==> config.mk <==
export PLATFORM = sky130hd
export DESIGN_NAME = decode_issue_ctrl_flat
export DESIGN_NICKNAME = d
export VERILOG_FILES = /design/src/rtl/decode_issue_ctrl_pkg.sv /design/src/rtl/decode_issue_ctrl_if.sv /design/src/rtl/decode_issue_ctrl_load_scoreboard.sv /design/src/rtl/decode_issue_ctrl.sv /design/src/flat_wrapper.sv
export SDC_FILE = /design/constraint.sdc
export NUM_CORES = 1
export LEC_CHECK = 0
export BUFFER_PORTS_ARGS = -buffer_cell sky130_fd_sc_hd__buf_2
export CAP_MARGIN = 30
export CORE_ASPECT_RATIO = 0.6
export CORE_MARGIN = 5
export CORE_UTILIZATION = 54
export DETAILED_ROUTE_END_ITERATION = 8
export GPL_ROUTABILITY_DRIVEN = 0
export PLACE_DENSITY = 0.88
export SETUP_SLACK_MARGIN = 0.4
export SYNTH_ARGS = -nofsm -noshare
export SYNTH_HDL_FRONTEND = slang
export SYNTH_HIERARCHICAL = 1
export SYNTH_SLANG_ARGS = --single-unit
export TNS_END_PERCENT = 50
==> constraint.sdc <==
create_clock -name clk -period 4.9 [get_ports clk]
set_input_delay 0.98 -clock clk [delete_from_list [all_inputs] [get_ports clk]]
set_output_delay 0.98 -clock clk [all_outputs]
set_load 0.01 [all_outputs]
==> src/rtl/decode_issue_ctrl_pkg.sv <==
// Shared definitions for the decode/issue controller: opcodes, the NOP word,
// the load-count type and the derived issue-state encoding.
package decode_issue_ctrl_pkg;

    localparam logic [6:0]  OPCODE_I_LOAD = 7'b0000011;
    localparam logic [31:0] NOP_INSTR     = 32'h0000_0013;

    // Wide enough for the largest supported MAX_LOADS (7)
    localparam int unsigned LD_CNT_W = 3;
    typedef logic [LD_CNT_W-1:0] ld_cnt_t;

    // Issue state is decoded from id_valid and hazard; it owns no flops
    typedef enum logic [1:0] {
        ST_EMPTY  = 2'd0,
        ST_HELD   = 2'd1,
        ST_HAZARD = 2'd2
    } issue_state_t;

    // One-hot mask for an architectural register number
    function automatic logic [31:0] reg_bit(input logic [4:0] r);
        return 32'h1 << r;
    endfunction

endpackage

==> src/rtl/decode_issue_ctrl_if.sv <==
// Bus bundle between the issue controller and its fetch/decoder/EX neighbours.
// Optional macro ISSUE_PERF_CNT_EN adds the perf_stall_cnt/perf_issue_cnt outputs.
interface decode_issue_ctrl_if #(
    parameter int unsigned PC_W = 32
);
    logic            if_valid;
    logic            if_ready;
    logic [31:0]     if_instr;
    logic [PC_W-1:0] if_pc;
    logic [31:0]     dec_instr;
    logic [6:0]      dec_opcode;
    logic [4:0]      dec_rs1;
    logic [4:0]      dec_rs2;
    logic [4:0]      dec_rd;
    logic            dec_r;
    logic            dec_i;
    logic            dec_s;
    logic            dec_b;
    logic            dec_u;
    logic            dec_j;
    logic            ex_valid;
    logic            ex_ready;
    logic [31:0]     ex_instr;
    logic [PC_W-1:0] ex_pc;
    logic            ex_illegal;
    logic            flush;
    logic            ld_done;
    logic [4:0]      ld_rd;
`ifdef ISSUE_PERF_CNT_EN
    logic [31:0]     perf_stall_cnt;
    logic [31:0]     perf_issue_cnt;
`endif

    // Controller side
    modport slave (
`ifdef ISSUE_PERF_CNT_EN
        output perf_stall_cnt, perf_issue_cnt,
`endif
        input  if_valid, if_instr, if_pc,
        input  dec_opcode, dec_rs1, dec_rs2, dec_rd,
        input  dec_r, dec_i, dec_s, dec_b, dec_u, dec_j,
        input  ex_ready, flush, ld_done, ld_rd,
        output if_ready, dec_instr, ex_valid, ex_instr, ex_pc, ex_illegal
    );

    // Environment side (fetch, decoder, EX)
    modport master (
`ifdef ISSUE_PERF_CNT_EN
        input  perf_stall_cnt, perf_issue_cnt,
`endif
        output if_valid, if_instr, if_pc,
        output dec_opcode, dec_rs1, dec_rs2, dec_rd,
        output dec_r, dec_i, dec_s, dec_b, dec_u, dec_j,
        output ex_ready, flush, ld_done, ld_rd,
        input  if_ready, dec_instr, ex_valid, ex_instr, ex_pc, ex_illegal
    );

endinterface

==> src/rtl/decode_issue_ctrl_load_scoreboard.sv <==
// Outstanding-load tracker: pending-destination mask, load counter and the
// load-use / load-capacity hazard for the instruction sitting in IF/ID.
module load_scoreboard
    import decode_issue_ctrl_pkg::*;
#(
    parameter int unsigned MAX_LOADS = 2
) (
    input  logic       clk,
    input  logic       rst,
    input  logic       src1_use_i,
    input  logic       src2_use_i,
    input  logic [4:0] rs1_i,
    input  logic [4:0] rs2_i,
    input  logic [4:0] rd_i,
    input  logic       load_i,
    input  logic       fire_i,
    input  logic       ld_done_i,
    input  logic [4:0] ld_rd_i,
    output logic       hazard_o
);

    localparam ld_cnt_t MAX_CNT = ld_cnt_t'(MAX_LOADS);

    logic [31:0] pending_q, pending_d;
    ld_cnt_t     cnt_q, cnt_d;
    logic [31:0] clr_mask;
    logic [31:0] live_mask;

    // Write-back clear is applied before the hazard check so a load finishing
    // this cycle releases its consumer in the same cycle
    always_comb begin
        clr_mask  = ld_done_i ? reg_bit(ld_rd_i) : '0;
        live_mask = pending_q & ~clr_mask;
        hazard_o  = (src1_use_i && (rs1_i != 5'd0) && live_mask[rs1_i])
                 || (src2_use_i && (rs2_i != 5'd0) && live_mask[rs2_i])
                 || (load_i && (cnt_q == MAX_CNT) && !ld_done_i);
    end

    // Next mask and count; a set on the same register as a clear wins
    always_comb begin
        logic inc;
        logic dec;
        pending_d = live_mask;
        if (fire_i && load_i && (rd_i != 5'd0)) begin
            pending_d = pending_d | reg_bit(rd_i);
        end
        inc   = fire_i && load_i;
        dec   = ld_done_i && (cnt_q != '0);
        cnt_d = cnt_q;
        if (inc && !dec && (cnt_q != MAX_CNT)) begin
            cnt_d = cnt_q + ld_cnt_t'(1);
        end else if (dec && !inc) begin
            cnt_d = cnt_q - ld_cnt_t'(1);
        end
    end

    // Scoreboard state registers
    always_ff @(posedge clk or posedge rst) begin
        if (rst) begin
            pending_q <= '0;
            cnt_q     <= '0;
        end else begin
            pending_q <= pending_d;
            cnt_q     <= cnt_d;
        end
    end

endmodule

==> src/rtl/decode_issue_ctrl.sv <==
// Decode/issue controller: IF/ID register, fetch and EX handshakes, flush
// squash, and load-use stalling via the load_scoreboard sub-module.
// Optional macro ISSUE_PERF_CNT_EN adds stall/issue performance counters.
module decode_issue_ctrl
    import decode_issue_ctrl_pkg::*;
#(
    parameter int unsigned MAX_LOADS = 2,
    parameter int unsigned PC_W      = 32
) (
    input  logic                 clk,
    input  logic                 rst,
    decode_issue_ctrl_if.slave   bus
);

    logic            id_valid_q, id_valid_d;
    logic [31:0]     id_instr_q, id_instr_d;
    logic [PC_W-1:0] id_pc_q, id_pc_d;

    logic         any_flag;
    logic         src1_use;
    logic         src2_use;
    logic         load_op;
    logic         hazard;
    logic         ex_valid;
    logic         ex_fire;
    logic         if_ready;
    logic         capture;
    issue_state_t state;

    // Decoder feedback is qualified by id_valid so an empty slot never hazards
    assign any_flag = bus.dec_r | bus.dec_i | bus.dec_s | bus.dec_b | bus.dec_u | bus.dec_j;
    assign src1_use = id_valid_q && (bus.dec_r | bus.dec_i | bus.dec_s | bus.dec_b);
    assign src2_use = id_valid_q && (bus.dec_r | bus.dec_s | bus.dec_b);
    assign load_op  = id_valid_q && any_flag && (bus.dec_opcode == OPCODE_I_LOAD);

    load_scoreboard #(
        .MAX_LOADS (MAX_LOADS)
    ) u_sb (
        .clk        (clk),
        .rst        (rst),
        .src1_use_i (src1_use),
        .src2_use_i (src2_use),
        .rs1_i      (bus.dec_rs1),
        .rs2_i      (bus.dec_rs2),
        .rd_i       (bus.dec_rd),
        .load_i     (load_op),
        .fire_i     (ex_fire),
        .ld_done_i  (bus.ld_done),
        .ld_rd_i    (bus.ld_rd),
        .hazard_o   (hazard)
    );

    // Derived state, handshakes and IF/ID next-state
    always_comb begin
        state = ST_EMPTY;
        if (id_valid_q) begin
            state = hazard ? ST_HAZARD : ST_HELD;
        end
        ex_valid   = (state == ST_HELD) && !bus.flush;
        ex_fire    = ex_valid && bus.ex_ready;
        if_ready   = (state == ST_EMPTY) || ex_fire || bus.flush;
        capture    = bus.if_valid && if_ready && !bus.flush;
        id_valid_d = id_valid_q;
        id_instr_d = id_instr_q;
        id_pc_d    = id_pc_q;
        if (bus.flush) begin
            id_valid_d = 1'b0;
        end else if (capture) begin
            id_valid_d = 1'b1;
            id_instr_d = bus.if_instr;
            id_pc_d    = bus.if_pc;
        end else if (ex_fire) begin
            id_valid_d = 1'b0;
        end
    end

    // IF/ID register
    always_ff @(posedge clk or posedge rst) begin
        if (rst) begin
            id_valid_q <= 1'b0;
            id_instr_q <= NOP_INSTR;
            id_pc_q    <= '0;
        end else begin
            id_valid_q <= id_valid_d;
            id_instr_q <= id_instr_d;
            id_pc_q    <= id_pc_d;
        end
    end

    assign bus.if_ready   = if_ready;
    assign bus.dec_instr  = id_instr_q;
    assign bus.ex_valid   = ex_valid;
    assign bus.ex_instr   = id_instr_q;
    assign bus.ex_pc      = id_pc_q;
    assign bus.ex_illegal = id_valid_q && !any_flag;

`ifdef ISSUE_PERF_CNT_EN
    logic [31:0] perf_stall_q;
    logic [31:0] perf_issue_q;

    // Stall and issue counters, frozen during flush, wrapping at 2^32
    always_ff @(posedge clk or posedge rst) begin
        if (rst) begin
            perf_stall_q <= '0;
            perf_issue_q <= '0;
        end else if (!bus.flush) begin
            if (state == ST_HAZARD) begin
                perf_stall_q <= perf_stall_q + 32'd1;
            end
            if (ex_fire) begin
                perf_issue_q <= perf_issue_q + 32'd1;
            end
        end
    end

    assign bus.perf_stall_cnt = perf_stall_q;
    assign bus.perf_issue_cnt = perf_issue_q;
`endif

endmodule

==> src/flat_wrapper.sv <==
// flat-port wrapper written by rule: the top's interface ports become plain ports
module decode_issue_ctrl_flat import decode_issue_ctrl_pkg::*;
#(
    parameter int unsigned MAX_LOADS = 2,
    parameter int unsigned PC_W      = 32
)
  (clk, rst, bus_if_valid, bus_if_instr, bus_if_pc, bus_dec_opcode, bus_dec_rs1, bus_dec_rs2, bus_dec_rd, bus_dec_r, bus_dec_i, bus_dec_s, bus_dec_b, bus_dec_u, bus_dec_j, bus_ex_ready, bus_flush, bus_ld_done, bus_ld_rd, bus_if_ready, bus_dec_instr, bus_ex_valid, bus_ex_instr, bus_ex_pc, bus_ex_illegal);
  decode_issue_ctrl_if #(.PC_W(PC_W)) bus_i ();
  input  logic clk;
  input  logic rst;
  input wire logic [$bits(bus_i.if_valid)-1:0] bus_if_valid;
  input wire logic [$bits(bus_i.if_instr)-1:0] bus_if_instr;
  input wire logic [$bits(bus_i.if_pc)-1:0] bus_if_pc;
  input wire logic [$bits(bus_i.dec_opcode)-1:0] bus_dec_opcode;
  input wire logic [$bits(bus_i.dec_rs1)-1:0] bus_dec_rs1;
  input wire logic [$bits(bus_i.dec_rs2)-1:0] bus_dec_rs2;
  input wire logic [$bits(bus_i.dec_rd)-1:0] bus_dec_rd;
  input wire logic [$bits(bus_i.dec_r)-1:0] bus_dec_r;
  input wire logic [$bits(bus_i.dec_i)-1:0] bus_dec_i;
  input wire logic [$bits(bus_i.dec_s)-1:0] bus_dec_s;
  input wire logic [$bits(bus_i.dec_b)-1:0] bus_dec_b;
  input wire logic [$bits(bus_i.dec_u)-1:0] bus_dec_u;
  input wire logic [$bits(bus_i.dec_j)-1:0] bus_dec_j;
  input wire logic [$bits(bus_i.ex_ready)-1:0] bus_ex_ready;
  input wire logic [$bits(bus_i.flush)-1:0] bus_flush;
  input wire logic [$bits(bus_i.ld_done)-1:0] bus_ld_done;
  input wire logic [$bits(bus_i.ld_rd)-1:0] bus_ld_rd;
  output wire logic [$bits(bus_i.if_ready)-1:0] bus_if_ready;
  output wire logic [$bits(bus_i.dec_instr)-1:0] bus_dec_instr;
  output wire logic [$bits(bus_i.ex_valid)-1:0] bus_ex_valid;
  output wire logic [$bits(bus_i.ex_instr)-1:0] bus_ex_instr;
  output wire logic [$bits(bus_i.ex_pc)-1:0] bus_ex_pc;
  output wire logic [$bits(bus_i.ex_illegal)-1:0] bus_ex_illegal;
  assign bus_i.if_valid = bus_if_valid;
  assign bus_i.if_instr = bus_if_instr;
  assign bus_i.if_pc = bus_if_pc;
  assign bus_i.dec_opcode = bus_dec_opcode;
  assign bus_i.dec_rs1 = bus_dec_rs1;
  assign bus_i.dec_rs2 = bus_dec_rs2;
  assign bus_i.dec_rd = bus_dec_rd;
  assign bus_i.dec_r = bus_dec_r;
  assign bus_i.dec_i = bus_dec_i;
  assign bus_i.dec_s = bus_dec_s;
  assign bus_i.dec_b = bus_dec_b;
  assign bus_i.dec_u = bus_dec_u;
  assign bus_i.dec_j = bus_dec_j;
  assign bus_i.ex_ready = bus_ex_ready;
  assign bus_i.flush = bus_flush;
  assign bus_i.ld_done = bus_ld_done;
  assign bus_i.ld_rd = bus_ld_rd;
  assign bus_if_ready = bus_i.if_ready;
  assign bus_dec_instr = bus_i.dec_instr;
  assign bus_ex_valid = bus_i.ex_valid;
  assign bus_ex_instr = bus_i.ex_instr;
  assign bus_ex_pc = bus_i.ex_pc;
  assign bus_ex_illegal = bus_i.ex_illegal;
  decode_issue_ctrl #(.MAX_LOADS(MAX_LOADS), .PC_W(PC_W)) u_core (.clk(clk), .rst(rst), .bus(bus_i));
endmodule
==> impl_metrics.yaml <==
die:
  die_area_um2: 12040
  start_util: 0.5480
  die_x_um: 138.4
  die_height_um: 87.01
  row_count: 28
  fp.coreArea_um2: 9739
  io_pins: 202
grt:
  grt_max_degree: 66
  grt_pass1_wl_um: 23990
  grt_usage: 0.2495
  grt_overflow: 0
  grt_pass1_vias: 4504
  antenna_found_initial: 0
synth:
  synth_most_common_cell: "dfrtp_1"
  yosysWarnings: 6
  synth_top_family_by_area: "multiplexers"
  synth_area_um2: 5338
  async_flop_share: 1.000
  ys_seq_area_frac: 0.4648
  ys.flop_type: "dfrtp_1"
  synthMuxAreaShare: 0.2166
  syn_inst: 442
  synth-compound-area-share: 0.1170
  ys_types: 63
  synthAdderAreaFrac: 0.003751
  synth_common_cells: "96 x dfrtp_1, 60 x mux2_4, 49 x o21ai_0"
  synth_top_area_frac: 0.4501
  synth_xor_area_frac: 0.001641
  yosys-top-cells-area: "dfrtp_1 45%, mux2_4 17%, o21ai_0 4.6%"
  synth_nets: 546
  synth-edff-count: 0
  synth-simple-area-share: 0.1198
  yosys.area.top_type: "dfrtp_1"
  ys_ff_latch: 99
  syn_area_per_cell_um2: 12.08
clock_tree:
  cts_buffer_depth: 2
  cts_num_sinks: 99
  clkLatencyLatePin_ns: 0.33
  root_buffer: "clkbuf_16"
  clk_pin_slew_ns: 0.06
  cts_buffers: 9
  htreeDepth: 3
  cts_tree: "yes"
place:
  port_buffers: 201
  hpwl_um: 11920
  dp.cells: 743
  placed_area_um2: 6265
timing:
  fin_tns_setup_ns: 0
  worst_pin_slew_ns: 0.8386
  setup_viol: 0
  hold_viol: 0
  rsz0062_at_grt: "no"
  slew_headroom: 0.4409
  fmax_ghz: 0.2264
  skew_ns: 0.007022
  period_minus_slack_ns: 4.418
  slew_viol_final: 0
  finalCritPeriodShare: 0.9016
drt:
  wl_per_cell_um: 20.73
  ant_nets: 0
  viasPerCell: 5.782
  wl_um: 15820
  vias: 4412
  drc_errors: 0
  first_pass_iters: 5
  drtIter0Drc: 447
critical_path:
  cp.required_ns: 3.92
  crit_arrival_ns: 3.44
  cp_cell_sequence: "buf_2, nand2b_1, o211ai_1, o2111ai_1, and3_1, a31oi_1, nand4_1, or4_4, nand2b_4, nand2_1, or2_2, buf_2"
  crit_top_cell: "buf_2"
  worstSetupPathType: "in -> out"
  slowest_delay_ns: 0.56
  crit_path_max_fanout: 9
  start_kind: "input pin"
  slowest_stage: "or4_4"
  crit_path_end_kind: "output pin"
run_status:
  run_status: "finished clean"
finish:
  stdcell_count: 763
  diodes: 0
  synthToLayoutAreaGrowth_pct: 25.81
  layout-drive-gt1-share: 0.5366
  final_nets: 727
  final_area_um2: 6715
hold_path:
  min_path_type: "reg -> reg"
power_and_ir_drop:
  p_per_area_nw_per_um2: 366.3
  ir_drop_uv: 216.5
  power_uw: 2460
  p_leak_uw: 0.003169
run:
  max_cap_viol_count: 0
cells by family (layout without fill, tap and decap cells):
kind of cell | count (synthesis) | after routing
AOI/OAI and AO/OA | 101 | 101
xor gates and xnor gates | 1 | 1
adders and majority gates | 1 | 1
buffers and inverters | 56 | 242
DFF | 99 | 99
muxes | 78 | 78
and+or+nand+nor | 106 | 106
through the flow:
step,setup slack [ns],util,hold slack [ns]
after detailed placement,0.01319,0.6432,0.4906
after global routing,0.3832,0.6895,0.5122
after global placement,0.2057,0.6432,0.4766
after floorplan,0.4318,-,0.4556
after CTS,0.4018,0.6838,0.5057
final,0.4822,0.6895,0.5027
area by class of cell:
type	count	area, um^2
sequential	99	2481
fill	716	3024
clock buffer	10	229.0
inverter	4	15.01
timing repair buffer	222	1181
multi-input combinational	287	2529
clock inverter	6	111.4
tap	135	168.9
sequential cells by signal, indices dropped and copies added, names as in the netlist:
register               cells
u_core/bus.dec_instr      32
u_core/bus.ex_pc          32
u_core/id_valid_q          1
u_core/u_sb/cnt_q          3
u_core/u_sb/pending_q     31
path summary, 6_finish.rpt:
check / startpoint / endpoint / slack (ns) / depth (start not counted)
max in group asynchronous: rst / u_core/bus.dec_instr[3]$_DFFE_PP0P_ / 3.45 / 3
hold / removal: u_core/bus.ex_pc[16]$_DFFE_PP0P_ / u_core/bus.ex_pc[16]$_DFFE_PP0P_ / 0.50 / 1
min in group asynchronous: rst / u_core/u_sb/pending_q[8]$_DFF_PP0_ / 0.77 / 3
setup / recovery: bus_ld_rd[2] / bus_if_ready / 0.48 / 12
setup reg to reg: u_core/id_valid_q$_DFFE_PP0P_ / u_core/u_sb/cnt_q[1]$_DFFE_PP0P_ / 1.41 / 15
hold reg to reg: u_core/bus.ex_pc[16]$_DFFE_PP0P_ / u_core/bus.ex_pc[16]$_DFFE_PP0P_ / 0.50 / 1
cell usage in the layout, fill, tap and decap left out, drive strengths merged, types with 6 or more instances in the layout:
cell type,n
dfrtp,96
mux2,67
clkbuf,12
nor2b,6
nor2,12
buf,220
nand2,25
nand4b,6
a21oi,7
nor3b,6
o211ai,6
nand3,8
mux2i,6
o21ai,58
layer usage:
metal | part of all wire | wire (um) | vias up | GRT usage
met5 | 0 | 0 | - | 0
met4 | 0.014 | 222 | 0 | 0.06278
met3 | 0.11 | 1812 | 31 | 0.1064
met2 | 0.46 | 7267 | 274 | 0.3783
met1 | 0.41 | 6514 | 2148 | 0.3344
li1 | - | - | 1959 | -
power by group:
group / total, uW / switching, uW / leakage [uW] / internal [uW]
clock: 807 / 306 / 0.000163 / 501
sequential: 1030 / 95.6 / 0.00123 / 930
combinational: 627 / 299 / 0.00177 / 328
total: 2460 / 700 / 0.00317 / 1760
what timing repair did:
action	4_1_cts	5_1_grt
setup endpoints to repair	4	4
setup buffers	2	2
pin swaps	1	7
hold endpoints to repair	0	0
cloned	0	0
hold buffers	0	0
resized for setup	15	19
worst max-delay path: cells and delay by family:
family	cells	cell delay [ns]
AND/OR/NAND/NOR	7	1.57
AO/OA/AOI/OAI	3	0.64
buffers and inverters	2	0.26
No activity file was read; power rests on OpenSTA's default activity.
